## src/rtl/gshare_pkg.sv

```systemverilog
// gshare_pkg
// Shared types and helpers for the gshare direction predictor.
//   state_e      : INIT (table sweep) / RUN (normal operation)
//   sat_update   : next value of an N-bit saturating counter (N <= 4)
//   make_index   : counter-table index from PC and global history
//   ctr_weak_nt  : weakly-not-taken value for a given counter width
package gshare_pkg;

    typedef enum logic {
        INIT = 1'b0,
        RUN  = 1'b1
    } state_e;

    // Helpers work on the widest supported counter; callers cast to CTR_WIDTH.
    localparam int CTR_MAX_WIDTH = 4;

    // Largest value whose MSB is still 0, e.g. 2'b01 or 3'b011.
    function automatic logic [CTR_MAX_WIDTH-1:0] ctr_weak_nt(input int width);
        return CTR_MAX_WIDTH'((32'd1 << (width - 1)) - 32'd1);
    endfunction

    function automatic logic [CTR_MAX_WIDTH-1:0] sat_update(
        input logic [CTR_MAX_WIDTH-1:0] ctr,
        input logic                     taken,
        input logic                     jump,
        input int                       width
    );
        logic [CTR_MAX_WIDTH-1:0] ctr_max;
        logic [CTR_MAX_WIDTH-1:0] result;
        ctr_max = CTR_MAX_WIDTH'((32'd1 << width) - 32'd1);
        if (jump) begin
            result = ctr_max;
        end else if (taken) begin
            result = (ctr == ctr_max) ? ctr : ctr + 4'd1;
        end else begin
            result = (ctr == 4'd0) ? ctr : ctr - 4'd1;
        end
        return result;
    endfunction

    // Word-aligned PC bits, optionally hashed with the zero-extended history.
    function automatic logic [31:0] make_index(
        input logic [31:0] pc,
        input logic [31:0] ghr,
        input int          s_index,
        input logic        gshare
    );
        logic [31:0] mask;
        logic [31:0] idx;
        mask = (32'd1 << s_index) - 32'd1;
        idx  = (pc >> 2) & mask;
        if (gshare) begin
            idx = idx ^ (ghr & mask);
        end
        return idx;
    endfunction

endpackage

```

## src/rtl/gshare_predictor_table.sv

```systemverilog
// bht_ctr_table
// Counter storage for the predictor: 2^S_INDEX entries of CTR_WIDTH bits.
//   rd_en/rd_idx -> rd_taken : registered read of the counter MSB, holds
//                              when rd_en=0, write-first on same-cycle write
//   crd_idx -> crd_data      : combinational read for read-modify-write
//   we/wr_idx/wr_data        : single write port
// The array itself is not reset; only the registered read bit is.
module bht_ctr_table
    import gshare_pkg::*;
#(
    parameter int S_INDEX   = 10,
    parameter int CTR_WIDTH = 2
) (
    input  logic                 clk,
    input  logic                 rst_n,
    input  logic                 rd_en,
    input  logic [S_INDEX-1:0]   rd_idx,
    output logic                 rd_taken,
    input  logic [S_INDEX-1:0]   crd_idx,
    output logic [CTR_WIDTH-1:0] crd_data,
    input  logic                 we,
    input  logic [S_INDEX-1:0]   wr_idx,
    input  logic [CTR_WIDTH-1:0] wr_data
);

    localparam int DEPTH = 1 << S_INDEX;

    logic [CTR_WIDTH-1:0] mem [DEPTH];
    logic                 rd_taken_d;
    logic                 rd_taken_q;

    always_comb begin
        rd_taken_d = rd_taken_q;
        if (rd_en) begin
            if (we && (wr_idx == rd_idx)) begin
                rd_taken_d = wr_data[CTR_WIDTH-1];
            end else begin
                rd_taken_d = mem[rd_idx][CTR_WIDTH-1];
            end
        end
    end

    always_ff @(posedge clk or negedge rst_n) begin
        if (!rst_n) begin
            rd_taken_q <= 1'b0;
        end else begin
            rd_taken_q <= rd_taken_d;
        end
    end

    always_ff @(posedge clk) begin
        if (we) begin
            mem[wr_idx] <= wr_data;
        end
    end

    assign crd_data = mem[crd_idx];
    assign rd_taken = rd_taken_q;

endmodule

```

## src/rtl/gshare_predictor.sv

```systemverilog
// gshare_predictor
// Fetch-stage direction predictor: saturating-counter table indexed by PC
// (bimodal) or PC XOR global history (gshare), trained by resolved branches.
// Ports:
//   clk, rst_n                      clock, async active-low reset
//   lookup_en, lookup_pc            fetch lookup request
//   pred_valid, pred_taken, pred_ghr  registered prediction + history snapshot
//   upd_*                           resolved branch/jump from EX
//   ready                           table sweep complete
//   stat_branches, stat_mispredicts saturating update statistics
//
// state | meaning
// ------+-------------------------------------------------------------
// INIT  | sweep writes weakly-not-taken into every entry, I/O ignored
// RUN   | lookups and updates serviced until next reset
module gshare_predictor
    import gshare_pkg::*;
#(
    parameter int S_INDEX   = 10,
    parameter int CTR_WIDTH = 2,
    parameter int GHR_WIDTH = 10,
    parameter int GSHARE    = 1
) (
    input  logic                 clk,
    input  logic                 rst_n,
    input  logic                 lookup_en,
    input  logic [31:0]          lookup_pc,
    output logic                 pred_valid,
    output logic                 pred_taken,
    output logic [GHR_WIDTH-1:0] pred_ghr,
    input  logic                 upd_valid,
    input  logic [31:0]          upd_pc,
    input  logic [GHR_WIDTH-1:0] upd_ghr,
    input  logic                 upd_taken,
    input  logic                 upd_jump,
    input  logic                 upd_mispredict,
    output logic                 ready,
    output logic [31:0]          stat_branches,
    output logic [31:0]          stat_mispredicts
);

    localparam logic [CTR_WIDTH-1:0] CTR_WEAK_NT = CTR_WIDTH'(ctr_weak_nt(CTR_WIDTH));
    localparam logic [S_INDEX-1:0]   SWEEP_LAST  = '1;

    state_e               state_d, state_q;
    logic [S_INDEX-1:0]   sweep_d, sweep_q;
    logic [GHR_WIDTH-1:0] ghr_d, ghr_q;
    logic                 pred_valid_d, pred_valid_q;
    logic [GHR_WIDTH-1:0] pred_ghr_d, pred_ghr_q;
    logic [31:0]          stat_br_d, stat_br_q;
    logic [31:0]          stat_mp_d, stat_mp_q;

    logic [S_INDEX-1:0]   lookup_idx;
    logic [S_INDEX-1:0]   upd_idx;
    logic [CTR_WIDTH-1:0] upd_ctr_old;
    logic [CTR_WIDTH-1:0] upd_ctr_new;

    logic                 tbl_rd_en;
    logic                 tbl_we;
    logic [S_INDEX-1:0]   tbl_wr_idx;
    logic [CTR_WIDTH-1:0] tbl_wr_data;
    logic                 tbl_rd_taken;

    // Lookup hashes with the pre-shift history; a same-cycle update only
    // moves the GHR at the clock edge.
    assign lookup_idx  = S_INDEX'(make_index(lookup_pc, 32'(ghr_q), S_INDEX, GSHARE != 0));
    assign upd_idx     = S_INDEX'(make_index(upd_pc, 32'(upd_ghr), S_INDEX, GSHARE != 0));
    assign upd_ctr_new = CTR_WIDTH'(sat_update(4'(upd_ctr_old), upd_taken, upd_jump, CTR_WIDTH));

    bht_ctr_table #(
        .S_INDEX   (S_INDEX),
        .CTR_WIDTH (CTR_WIDTH)
    ) u_table (
        .clk      (clk),
        .rst_n    (rst_n),
        .rd_en    (tbl_rd_en),
        .rd_idx   (lookup_idx),
        .rd_taken (tbl_rd_taken),
        .crd_idx  (upd_idx),
        .crd_data (upd_ctr_old),
        .we       (tbl_we),
        .wr_idx   (tbl_wr_idx),
        .wr_data  (tbl_wr_data)
    );

    always_comb begin
        state_d      = state_q;
        sweep_d      = sweep_q;
        ghr_d        = ghr_q;
        pred_valid_d = 1'b0;
        pred_ghr_d   = pred_ghr_q;
        stat_br_d    = stat_br_q;
        stat_mp_d    = stat_mp_q;
        tbl_rd_en    = 1'b0;
        tbl_we       = 1'b0;
        tbl_wr_idx   = upd_idx;
        tbl_wr_data  = upd_ctr_new;

        case (state_q)
            INIT: begin
                tbl_we      = 1'b1;
                tbl_wr_idx  = sweep_q;
                tbl_wr_data = CTR_WEAK_NT;
                sweep_d     = sweep_q + 1'b1;
                if (sweep_q == SWEEP_LAST) begin
                    state_d = RUN;
                end
            end
            RUN: begin
                tbl_rd_en    = lookup_en;
                pred_valid_d = lookup_en;
                if (lookup_en) begin
                    pred_ghr_d = ghr_q;
                end
                if (upd_valid) begin
                    tbl_we = 1'b1;
                    if (!upd_jump) begin
                        ghr_d = (ghr_q << 1) | GHR_WIDTH'(upd_taken);
                    end
                    if (stat_br_q != 32'hFFFF_FFFF) begin
                        stat_br_d = stat_br_q + 32'd1;
                    end
                    if (upd_mispredict && (stat_mp_q != 32'hFFFF_FFFF)) begin
                        stat_mp_d = stat_mp_q + 32'd1;
                    end
                end
            end
            default: begin
                state_d = INIT;
            end
        endcase
    end

    always_ff @(posedge clk or negedge rst_n) begin
        if (!rst_n) begin
            state_q      <= INIT;
            sweep_q      <= '0;
            ghr_q        <= '0;
            pred_valid_q <= 1'b0;
            pred_ghr_q   <= '0;
            stat_br_q    <= '0;
            stat_mp_q    <= '0;
        end else begin
            state_q      <= state_d;
            sweep_q      <= sweep_d;
            ghr_q        <= ghr_d;
            pred_valid_q <= pred_valid_d;
            pred_ghr_q   <= pred_ghr_d;
            stat_br_q    <= stat_br_d;
            stat_mp_q    <= stat_mp_d;
        end
    end

    assign pred_valid       = pred_valid_q;
    assign pred_taken       = tbl_rd_taken;
    assign pred_ghr         = pred_ghr_q;
    assign ready            = (state_q == RUN);
    assign stat_branches    = stat_br_q;
    assign stat_mispredicts = stat_mp_q;

endmodule

```

## config.mk

```make
export PLATFORM = sky130hd
export DESIGN_NAME = gshare_predictor
export DESIGN_NICKNAME = d
export VERILOG_FILES = /design/src/rtl/gshare_pkg.sv /design/src/rtl/gshare_predictor_table.sv /design/src/rtl/gshare_predictor.sv
export SDC_FILE = /design/constraint.sdc
export NUM_CORES = 2
export LEC_CHECK = 0
export ABC_CLOCK_PERIOD_IN_PS = 27600
export CORE_ASPECT_RATIO = 0.75
export CORE_MARGIN = 2
export CORE_UTILIZATION = 45
export CTS_CLUSTER_DIAMETER = 80
export DETAILED_ROUTE_END_ITERATION = 16
export GPL_ROUTABILITY_DRIVEN = 0
export PLACE_DENSITY_LB_ADDON = 0.05
export SLEW_MARGIN = 15
export SYNTH_ARGS = -nofsm -noshare
export SYNTH_HDL_FRONTEND = slang
export SYNTH_SLANG_ARGS = --single-unit
```

## constraint.sdc

```tcl
create_clock -name clk -period 27.6 [get_ports clk]
set_input_delay 5.52 -clock clk [delete_from_list [all_inputs] [get_ports clk]]
set_output_delay 5.52 -clock clk [all_outputs]
set_load 0.005 [all_outputs]
```

Yosys cells after proc, flatten, opt, wreduce, memory -nomap -nowiden
Memories as Yosys holds them, arrays and structs flattened.
Cells that the tools add are included.
{ "word_totals": {"register_bits": 97, "mem_bits_rw": 2048, "inputBits": 81, "out_inout_bits": 77, "elab_cells": 45, "memories": 1} }
{ "classes": {"add_sub_neg": 5, "eq_ne": 5, "n_mux": 14, "n_bitwise": 5, "n_reduce_logical": 7} }
{ "mem_list": {"columns": ["memory", "depth", "word_bits", "read_ports", "rd_clocked_by_memory_dff", "write_ports", "line", "source"], "rows": [
  ["u_table.mem", 1024, 2, 2, 0, 1, "gshare_predictor_table.sv:28", "logic [CTR_WIDTH-1:0] mem [DEPTH];"]
]} }
{ "ops": {"columns": ["op", "count"], "rows": [
  ["32-bit by 1-bit adder with 32-bit output, second input constant", 2],
  ["32-bit inequality test, second input constant", 2],
  ["10-bit XOR", 2],
  ["10-bit by 1-bit adder with 10-bit output, second input constant", 1],
  ["10-bit == test", 1],
  ["10-bit == test, second input constant", 1],
  ["10-bit 2-to-1 mux", 1],
  ["2-bit 2-to-1 mux", 5],
  ["10-bit by 1-bit OR with 10-bit output", 1],
  ["3-bit AND reduction", 3],
  ["1-bit 2-to-1 mux", 7],
  ["2-bit by 1-bit adder with 2-bit output, second input constant", 1],
  ["2-bit == test, second input constant", 1],
  ["1-bit logical AND", 2],
  ["2-bit zero test", 1],
  ["1-bit NOT", 2],
  ["1-bit one-hot mux with 2 select lines", 1],
  ["2-bit AND reduction", 1],
  ["2-bit by 1-bit subtractor with 2-bit output, second input constant", 1]
]} }

Longest topological paths before layout
An unclocked memory read counts as a cell.
{ "depth": {"depth_word": 8, "ltp_mapped": 17, "depth_no_buf": 11} }

Cells and area by module
A second synthesis with hierarchy kept.
{ "hier_totals": {"hier_cells": 5457, "area_unflattened_um2": 96274.8} }
{ "by_module_without_submodules": {"columns": ["module", "n_inst", "cells_each", "area_per_inst_um2", "seq_area_each_um2"], "rows": [
  ["bht_ctr_table", 1, 5056, 91531.5, 61524.0],
  ["gshare_predictor", 1, 401, 4743.3, 2402.3]
]} }

Least setup slack after synthesis
OpenSTA, ideal clock, no wires.
{ "synth_path": {"path_type": "in2reg", "from": "input port upd_ghr[0]", "to": "memory u_table.mem[0][0] (data pin)", "setup_time_ns": 5.110, "arrival_time_ns": 20.161, "t_required_ns": 22.490, "path_slack_ns": 2.329, "path_stages": 11, "n_path_buf": 2, "cell_sequence": "xor2_2 -> buf_6 -> buf_8 -> mux4_2 -> mux4_2 -> a22oi_1 -> o211ai_1 -> a311oi_1 -> o2bb2ai_1 -> maj3_1 -> nand3b_1"} }
{ "synth_via": {"elab_chain_cells": 7, "elab_cells_between_ends": 11, "classes_between": "2 x add/sub; 1 x eq/ne; 5 x mux; 1 x bitwise; 1 x reduce/logical; 1 x memory"} }
{ "synth_lines": {"columns": ["element", "line", "source"], "rows": [
  ["from (decl)", "gshare_predictor.sv:33", "input logic [GHR_WIDTH-1:0] upd_ghr,"],
  ["10-bit XOR *", "gshare_pkg.sv:53", "idx = idx ^ (ghr & mask);"],
  ["memory read 1024 x 2 bit *", null, null],
  ["2-bit by 1-bit subtractor with 2-bit output (tied with other cells)", "gshare_pkg.sv:36", "result = (ctr == 4'd0) ? ctr : ctr - 4'd1;"],
  ["2-bit 2-to-1 mux (on tied branches)", "gshare_pkg.sv:36, gshare_pkg.sv:34", null],
  ["2-bit 2-to-1 mux *", "gshare_pkg.sv:33", "end else if (taken) begin"],
  ["2-bit 2-to-1 mux *", "gshare_pkg.sv:31", "if (jump) begin"],
  ["2-bit 2-to-1 mux *", "gshare_predictor.sv:99", "case (state_q)"],
  ["via tbl_wr_data[0]", "gshare_predictor.sv:61", "logic [CTR_WIDTH-1:0] tbl_wr_data;"],
  ["to (decl)", "gshare_predictor_table.sv:28", null]
]} }
Mark *: on every way through the listed nets, which the timed path passes. The rest lies on a longest branch.

Worst setup path after layout
{ "layout_path": {"from": "input port upd_ghr[0]", "to": "memory u_table.mem[210][1] (data pin)"} }
The elaborated chain is that of the path after synthesis.

==> results_dict.tcl <==
set metrics [dict create \
    nets 6226 \
    setup_viol 0 \
    gr-usage-all-layers 0.320 \
    cp_slowest_stage_delay_ns 0.91 \
    design_area_um2 108000 \
    io_pins 158 \
    syn-num-nets 6174 \
    critical_path_class "primary input to register" \
    rows 147 \
    cts-hold-fix-buffers 0 \
    chipHeight_um 406 \
    hold_violations 0 \
    cts_setup_buffers 0 \
    cp.arrival_ns 16.12 \
    synth_edf_count 2048 \
    grt_max_degree 204 \
    num_vias 61400 \
    status "finished clean" \
    core_um2 214000 \
    finalSetupTns_ns 0 \
    grt_pass1_wl_um 485000 \
    ys_seq_area_frac 0.659 \
    p_sw_w 0.00166 \
    cts-root-buf "clkbuf_16" \
    syn_area_um2 97000 \
    power_density_nw_per_um2 64.2 \
    mostFrequentLayoutCells "edfxtp_1, nor2_1, mux4_2" \
    initial_core_util 0.453 \
    clock_power_share 0.424 \
    routed_wl_um 353000 \
    drt_iter0_markers 10200 \
    startpoint_type "primary input" \
    cts_resized 0 \
    multiInputGateArea_um2 31100 \
    cts_sinks 2145 \
    switching_share 0.239 \
    skew_ns 0.0551 \
    min_path_type "register to register" \
    cts_tree "yes" \
    seqCellArea_um2 63900 \
    ant_nets 0 \
    nFillCells 18100 \
    port_buffers 113 \
    rsz0062_at_grt "false" \
    place_area_um2 101000 \
    slew_headroom 0.0809 \
    avgSynthCellArea_um2 15.9 \
    yosysWarnings 0 \
    end_kind "register" \
    irDropWorstVdd_v 0.0000512 \
    area_growth_syn_to_layout_pct 11.8 \
    seq_power_share 0.504 \
    tightest_slew_ns 1.37 \
    cp_common_cell "buf_4" \
    antenna_found_initial 26 \
    hpwl_um 205000 \
    worstSkewPairLatency_ns 0.90 \
    max_freq_mhz 64.2 \
    die_area_um2 219000 \
    syn_inst 6090 \
    critPathMaxFanout 191 \
    worstPathCellList "clkdlybuf4s50_1, xor2_4, buf_4, buf_4, buf_4, buf_4, nand2_1, a32oi_1, and3_1, nor4_1, nor4_1, a2111oi_2, nor4_2, nor4b_2, nor4_1, and2_4, buf_4, buf_12, buf_12, buf_4" \
    yosysUniqueCellTypes 77 \
    grt_pass1_vias 58900 \
    internal-power_w 0.00530 \
    crit_path_top_delay_cell "nor4_2" \
    wl_per_cell_um 38.6 \
    combPwrFrac 0.072 \
    htree_levels 4 \
    async_flop_share 0.0452 \
    cts_buffers 220 \
    required_ns 28.14 \
    cap_violations 0 \
    period_needed_ns 15.58 \
    globalRouteOverflowTotal 0 \
    final_common_cell "edfxtp_1" \
    layout-drive-gt1-share 0.215 \
    fin_crit_sh 0.564 \
    clock_path_buffers 4 \
    via_per_inst 6.70 \
    clk_pin_slew_ns 0.06 \
    synth_seq_cells 2145 \
    die_w_um 540 \
    drc_errors 0 \
    power.static_leakage_nw 33.4 \
    slew_viol_final 0 \
    yosys_most_used_dff "edfxtp_1" \
    drt-pass1-iter-count 6 \
]
cell type report:
class,count,area share
clock buffers,266,0.0527
well taps,2831,0.0327
inverters,10,0.000346
flip-flops and latches,2145,0.590
multi-input cells,3446,0.287
diodes,16,0.000370
repair buffers,319,0.0264
clock inverters,131,0.0105
power groups by stage:
stage	combinational [W]	clock (W)	sequential [W]
after global placement	0.000490	0	0.00358
after detailed placement	0.000490	0	0.00358
after CTS	0.000490	0.00298	0.00351
after floorplan	0.000273	0	0.00358
after global routing	0.000507	0.00309	0.00351
final	0.000500	0.00295	0.00351
cells in the mapped netlist, types with 9 or more instances:
cell type  instances  area, um^2
buf_6             36         405
buf_2             85         425
a31oi_1           49         307
nand2b_1          10        62.6
or2_2             10        62.6
nor3_1            25         125
a221oi_1          13         114
a22oi_1           60         450
o211ai_1          17         128
edfxtp_1        2048       61500
o2111ai_1         12         105
mux2_2            27         304
mux4_2           718       16200
nor4_1            24         150
nand4_1           75         469
xor2_1            40         350
clkbuf_1         286        1070
nor2_1          1127        4230
mux2i_1          169        1690
nand2_1          527        1980
inv_1             10        37.5
o21ai_0           18        90.1
nand3_1          192         961
a32oi_1           41         359
xnor2_1           70         613
buf_4             53         398
a21oi_1           42         210
a211oi_1          15         113
buf_1             21        78.8
a311oi_1          14         123
o21ai_1            9        45.0
dfrtp_1           97        2430
and3_1            32         200
final timing paths:
check | from | to | slack (ns) | depth (start not counted)
max | upd_ghr[0] | u_table.mem[210][1] | 12.02 | 20
min | stat_branches[14] | stat_branches[14] | 0.49 | 1
max reg2reg | u_table.mem[406][0] | u_table.mem[210][1] | 19.41 | 14
min reg2reg | stat_branches[14] | stat_branches[14] | 0.49 | 1
max in group asynchronous | rst_n | stat_branches[28] | 21.70 | 2
min in group asynchronous | rst_n | sweep_q[9] | 4.60 | 1
metrics by stage:
stage          utilization  hold slack (ns)  power [W]  worst slack, ns  cells
6_report             0.506            0.489    0.00696            12.02   9164
2_1_floorplan            -            0.460    0.00385             2.33   6090
4_1_cts              0.506            0.494    0.00698            12.19   9147
3_3_place_gp         0.474            0.477    0.00407            11.42   8750
3_5_place_dp         0.474            0.482    0.00407            11.30   8750
5_1_grt              0.506            0.519    0.00711            11.52   9149
flip-flops by register name, summed over array words and instances, names as in the netlist:
| name | flops |
|---|---|
| ghr_q | 10 |
| u_table.mem | 2048 |
| u_table.rd_taken | 1 |
| pred_valid | 1 |
| ready | 1 |
| sweep_q | 10 |
| pred_ghr | 10 |
| stat_branches | 32 |
| stat_mispredicts | 32 |
per-layer routing:
metal,global-route usage,share of wire,vias up
li1,-,-,24000
met5,0,0.00017,-
met2,0.452,0.42,4144
met4,0.104,0.036,10
met3,0.0911,0.13,647
met1,0.478,0.41,32600
critical path, delay by kind of cell:
kind / cells / cell delay, ns
xor+xnor: 1 / 0.15
simple gates: 8 / 3.41
buf+inv: 9 / 5.99
compound gates: 2 / 0.34
kinds of logic (layout without fill, tap and decap cells):
family / after synthesis / count (layout) / synth area share
muxes: 919 / 919 / 0.189
and+or+nand+nor: 2064 / 2064 / 0.0882
DFF: 2145 / 2145 / 0.659
other: 0 / 16 / 0
buffers and inverters: 499 / 726 / 0.0263
AOI/OAI and AO/OA: 344 / 344 / 0.0261
xor gates and xnor gates: 115 / 115 / 0.0108
adders and majority gates: 4 / 4 / 0.000490
Power figures use the tool's default switching activity.
